`src/rtl/pipe5_wb_port_arbiter.sv`:
```
// Register-file write-port arbiter between the in-order writeback stage and a
// one-entry buffered MDU result, with starvation forcing and WAW suppression.
module pipe5_wb_port_arbiter #(
  parameter int WORD_W     = 32,
  parameter int MAX_STARVE = 4
) (
  input  logic              CLK,
  input  logic              RST,
  input  logic              wb_valid,
  input  logic              wb_wen,
  input  logic [4:0]        wb_rd,
  input  logic [WORD_W-1:0] wb_wdata,
  output logic              wb_stall,
  input  logic              mdu_valid,
  input  logic [4:0]        mdu_rd,
  input  logic [WORD_W-1:0] mdu_wdata,
  output logic              mdu_ready,
  output logic              rf_wen,
  output logic [4:0]        rf_rd,
  output logic [WORD_W-1:0] rf_wdata,
  output logic              pend_valid,
  output logic [4:0]        pend_rd
);

  localparam logic [3:0] STARVE_LIMIT = 4'(MAX_STARVE);

  logic              buf_valid;
  logic [4:0]        buf_rd;
  logic [WORD_W-1:0] buf_wdata;
  logic [3:0]        starve_cnt;

  logic wb_need;
  logic force_buf;
  logic grant_buf;
  logic grant_wb;
  logic waw_drop;
  logic buf_release;
  logic load;

  always_comb begin
    wb_need     = wb_valid & wb_wen & (wb_rd != 5'd0);
    force_buf   = buf_valid & (starve_cnt == STARVE_LIMIT);
    grant_buf   = force_buf | (~wb_need & buf_valid);
    grant_wb    = ~force_buf & wb_need;
    // A younger writeback to the same register makes the buffered result dead.
    waw_drop    = grant_wb & buf_valid & (wb_rd == buf_rd);
    buf_release = grant_buf | waw_drop;
  end

  // MDU handshake: a result transfers on an edge where mdu_valid & mdu_ready;
  // mdu_ready depends only on registered state and writeback inputs, and the
  // MDU keeps mdu_rd/mdu_wdata stable while mdu_valid & ~mdu_ready.
  always_comb begin
    mdu_ready = ~RST & (~buf_valid | buf_release);
    load      = mdu_valid & mdu_ready;
    wb_stall  = ~RST & force_buf & wb_need;
    rf_wen    = ~RST & (grant_wb | (grant_buf & (buf_rd != 5'd0)));
    rf_rd     = grant_buf ? buf_rd : wb_rd;
    rf_wdata  = grant_buf ? buf_wdata : wb_wdata;
  end

  always_ff @(posedge CLK or posedge RST) begin
    if (RST) begin
      buf_valid <= 1'b0;
      buf_rd    <= 5'd0;
      buf_wdata <= '0;
    end else if (load) begin
      buf_valid <= 1'b1;
      buf_rd    <= mdu_rd;
      buf_wdata <= mdu_wdata;
    end else if (buf_release) begin
      buf_valid <= 1'b0;
    end
  end

  // Counts arbitration losses of the current buffered result; saturates at the force point.
  always_ff @(posedge CLK or posedge RST) begin
    if (RST) begin
      starve_cnt <= 4'd0;
    end else if (!buf_valid || buf_release || load) begin
      starve_cnt <= 4'd0;
    end else if (grant_wb && starve_cnt != STARVE_LIMIT) begin
      starve_cnt <= starve_cnt + 4'd1;
    end
  end

  assign pend_valid = buf_valid;
  assign pend_rd    = buf_rd;

endmodule

```
`config.mk`:
```
export PLATFORM = sky130hd
export DESIGN_NAME = pipe5_wb_port_arbiter
export DESIGN_NICKNAME = d
export VERILOG_FILES = /design/src/rtl/pipe5_wb_port_arbiter.sv
export SDC_FILE = /design/constraint.sdc
export NUM_CORES = 1
export LEC_CHECK = 0
export BUFFER_PORTS_ARGS = -buffer_cell sky130_fd_sc_hd__clkbuf_2
export CELL_PAD_IN_SITES_DETAIL_PLACEMENT = 1
export CELL_PAD_IN_SITES_GLOBAL_PLACEMENT = 1
export CORE_MARGIN = 4
export CORE_UTILIZATION = 31
export CTS_CLUSTER_SIZE = 28
export DETAILED_ROUTE_END_ITERATION = 12
export GPL_ROUTABILITY_DRIVEN = 0
export PLACE_DENSITY_LB_ADDON = 0.15
export SYNTH_ARGS = -nofsm -noshare
export SYNTH_HDL_FRONTEND = slang
export SYNTH_SLANG_ARGS = --single-unit
```
`constraint.sdc`:
```
create_clock -name CLK -period 1.9 [get_ports CLK]
set_input_delay 0.095 -clock CLK [delete_from_list [all_inputs] [get_ports CLK]]
set_output_delay 0.095 -clock CLK [all_outputs]
set_load 0.05 [all_outputs]
```
Yosys cells after proc, flatten, opt, wreduce, memory -nomap -nowiden
Cells that the tools add are included.
Operators by class
  $add $sub $neg: 1
  multiply operators: 0
  divide/modulo/power cells: 0
  order comparisons: 0
  equal/unequal tests: 3
  shifts and indexed selects: 0
  mux-type cells: 6
  bitwise operators: 21
  reduce and logical (&&, ||, !) cells: 8
Operators with widths (count)
  32-bit two-way mux: 1
  1-bit bitwise AND: 13
  5-bit nonzero test: 2
  4-bit two-way mux: 2
  5-bit equality test: 1
  5-bit two-way mux: 1
  4-bit by 1-bit adder with 4-bit output (second input constant): 1
  4-bit by 3-bit equality test with 1-bit output (second input constant): 1
  4-bit by 3-bit != test with 1-bit output (second input constant): 1
  1-bit NOT: 4
  1-bit OR: 4
  2-bit nonzero test: 2
  1-bit logical OR: 2
  1-bit two-way mux: 2
  1-bit logical AND: 1
  1-bit logical NOT: 1
Storage, ports and cells
  bits in registers: 42
  bits in latches: 0
  memory bits (writable): 0
  bits in read-only memories: 0
  output and inout bits: 46
  logic and storage cells: 43
  memories kept: 0

Logic depth before layout (Yosys ltp)
  depth after elaboration: 12
  mapped depth: 9
  gate-level depth less buffers: 7

Least setup slack after synthesis
OpenSTA, ideal clock, no wires.
  path type: register to register
  from: register buf_rd[4], in the netlist pend_rd[4]
  to: register buf_wdata[0]
  setup time: 125 ps
  arrival: 2005 ps
  required time: 1775 ps
  slack: -231 ps
  stages on the path, launching flop included: 8
  path buffers: 2
  period minus slack after synthesis: 2131 ps
  cell sequence: dfrtp_1 xor2_1 nor3_1 a211o_4 and3_4 buf_12 buf_12 mux2_4
Between the ends
  cells in the longest elaborated chain, start to end: 6
Ends and longest elaborated chain
  start, declared: line 28  | logic [4:0] buf_rd;
  start signal, assigned: line 69  | buf_rd <= mdu_rd;
  5-bit equality test: line 46  | waw_drop = grant_wb & buf_valid & (wb_rd == buf_rd);
  1-bit bitwise AND: line 46
  1-bit OR: line 47  | buf_release = grant_buf | waw_drop;
  1-bit OR: line 54  | mdu_ready = ~RST & (~buf_valid | buf_release);
  1-bit bitwise AND: line 54
  1-bit bitwise AND: line 55  | load = mdu_valid & mdu_ready;
  end signal, assigned: line 70  | buf_wdata <= mdu_wdata;
  end, declared: line 29  | logic [WORD_W-1:0] buf_wdata;
Every way passes these cells.
A chain may end at the register's enable or synchronous reset.

Final worst setup path
  from: register starve_cnt[1]
  to: output port rf_wdata[22]
Between the ends
  cells in the longest elaborated chain, start to end: 4
Ends and longest elaborated chain
  start, declared: line 30  | logic [3:0] starve_cnt;
  start signal, assigned: line 83  | starve_cnt <= starve_cnt + 4'd1;
  4-bit by 3-bit equality test with 1-bit output: line 42  | force_buf = buf_valid & (starve_cnt == STARVE_LIMIT);
  1-bit bitwise AND: line 42
  1-bit OR: line 43  | grant_buf = force_buf | (~wb_need & buf_valid);
  32-bit two-way mux: line 59  | rf_wdata = grant_buf ? buf_wdata : wb_wdata;
  end, declared: line 20  | output logic [WORD_W-1:0] rf_wdata,
Every way passes these cells.

==> reports/results.ini <==
[routing]
drt_first_pass_iters=3
wl_um=7540
routed_via_density=4.57
drtAntennaViolNets=0
wire_per_inst_um=18.4
post-route-drc-count=0
drt-initial-drc-count=25
via_count=1870

[setup_path]
cp_slowest_cell=dfrtp_1
crit_type=reg -> out
worst-path-buf-inv=4
path_delay_family=buffers and inverters
crit_required_ns=1.80
path_cells=inv_1 -> ha_2 -> nand2_2 -> nor2_4 -> o21ai_4 -> buf_12 -> clkbuf_16 -> mux2_2 -> buf_8
crit_arrival_ns=2.00
start_kind=flop
max_stage_delay_ns=0.36
worst_setup_path_end_kind=output pin
r2r-end=buf_wdata[5]$_DFFE_PP0P_
r2r_cells=8
worst-path-max-fanout=8
timing.rr.start=starve_cnt[1]$_DFFE_PP0P_
rrSetupSlack_ns=0.02

[sta]
maxSlewViolCount=0
period_needed_ns=2.10
fmax_mhz=477
hold_violations=0
maxSlewHeadroom=0.643
setup_violations=37
fin_crit_sh=1.10
fin_ws_ns=-0.198
rsz0062_at_grt=yes
clock_skew_ns=0.00638
worstMarginPinSlew_ns=0.536

[floorplanning]
row_count=31
die_h_um=95.1
die_area_um2=9040
coreArea_um2=7330
io_pins=125
die_w_um=95.1
start_util=0.321

[final_layout]
fin_cells=409
drive_gt1_frac=0.813
final_common_cell=clkbuf_2
antennaDiodeCount=0
synthToLayoutAreaGrowth_pct=73.7
final_nets=391
final_cell_mix=85 x clkbuf_2, 64 x mux2_4, 36 x dfrtp_1

[power]
power_density_nw_per_um2=814
power_mw=3.32
power_leakage_nw=2.08
ir_drop_uv=327

[synthesis]
syn_avg_cell_area_um2=14.7
async_flop_share=1.00
ys_ff_latch=42
ys.flop_type=dfrtp_1
synth-edff-count=0
yosysSeqAreaShare=0.447
synth_nets=241
ys_types=24
netlist_instances=160
ys_warn_count=0
syn_area_um2=2350

[place]
portBuffers=124
hpwlAfterDp_um=4850
place_inst=394

[flow_run]
drv_cap=0

[clock_network]
root_buffer=clkbuf_8
clk_pin_slew_ns=0.07
cts_tree=yes
clk_latency_ns=0.28
htreeDepth=2
clock-sinks=42
postCtsHoldBufs=0
cts_buffers=5
cts_buffer_depth=2

[grt]
grtUsageMet1=0.186
grt.total_usage=0.148
first_global_vias=2098
overflow=0
grt_use_met2=0.251
grt_antenna_before_repair=0
grt_use_met3=0.0418
grt_max_degree=43
grt.busiest_layer=met2
grt_pass1_wl_um=10400

[status]
violations=negative setup slack
outcome=complete, but fails checks

[hold_path]
hold_class=in -> async

[worst max-delay path by stage]
| stage | start | to | depth (start not counted) |
|---|---|---|---|
| CTS | starve_cnt[1]$_DFFE_PP0P_ | rf_rd[2] | 9 |
| floorplan | pend_rd[4]$_DFFE_PP0P_ | pend_rd[0]$_DFFE_PP0P_ | 7 |
| global route | starve_cnt[1]$_DFFE_PP0P_ | rf_wdata[22] | 9 |
| global placement | wb_rd[1] | buf_wdata[8]$_DFFE_PP0P_ | 7 |
| detailed placement | wb_rd[1] | rf_rd[1] | 8 |
| finish | starve_cnt[1]$_DFFE_PP0P_ | rf_wdata[22] | 9 |
[per-stage QoR]
step / setup slack, ns / area [um^2] / setup TNS [ns] / utilization / hold WS [ns]
after floorplan: -0.0898 / 2370 / -2.66 / - / 0.0934
after global placement: -0.0216 / 3210 / -0.462 / 0.438 / 0.327
after detailed placement: -0.0508 / 3210 / -1.85 / 0.438 / 0.331
after CTS: -0.178 / 3820 / -5.19 / 0.521 / 0.0275
after global routing: -0.273 / 4080 / -9.26 / 0.557 / 0.0234
final: -0.198 / 4080 / -5.49 / 0.557 / 0.0360
[repair_timing]
item	CTS	global route
gates cloned	1	5
buffers inserted	2	2
gates resized for setup	104	64
pin swaps	1	5
endpoints found under the setup margin	61	72
[per-layer routing]
layer	share of wire	vias up	routed length, um
li1	-	867	-
met1	0.41	925	3130
met2	0.52	72	3900
met3	0.061	6	458
met4	0.0076	0	57
met5	0	-	0
[state kept, by name, indices dropped and copies added (netlist names)]
name / cells
pend_rd: 5
pend_valid: 1
buf_wdata: 32
starve_cnt: 4
[worst min-delay path: cells and delay by family]
family	cells	cell delay (ns)
buffers and inverters	3	0.67
[power breakdown]
group          switching [mW]  internal (mW)
Clock                   0.290          0.421
Combinational           0.730          0.760
Sequential             0.0918           1.03
Total                    1.11           2.21
[cells in the mapped netlist, drive strengths merged (2+ instances only)]
cell type,n,area [um^2]
nor2,6,22.5
nor3,2,10.0
ha,2,25.0
dfrtp,42,1050
buf,6,90.1
inv,5,18.8
o21ai,4,23.8
nand2,2,7.51
or4,2,18.8
mux2,74,946
xor2,6,52.6
[area by class of cell]
cell class,count,area [um^2]
inverters,5,22.5
well taps,99,124
multi-input cells,106,1360
clock buffers,6,82.6
clock inverters,1,30.0
repair buffers,150,1400
fillers,742,3250
flip-flops and latches,42,1060
[cells by family (layout without fill, tap and decap cells)]
kind of cell	after synthesis	after routing	synth area share
AOI/OAI and AO/OA	7	7	0.0287
buffers and inverters	12	162	0.0479
muxes	74	74	0.402
adders and majority gates	2	2	0.0106
DFF	42	42	0.447
and+or+nand+nor	16	16	0.0373
xor gates and xnor gates	7	7	0.0261
Power figures use the tool's default switching activity.
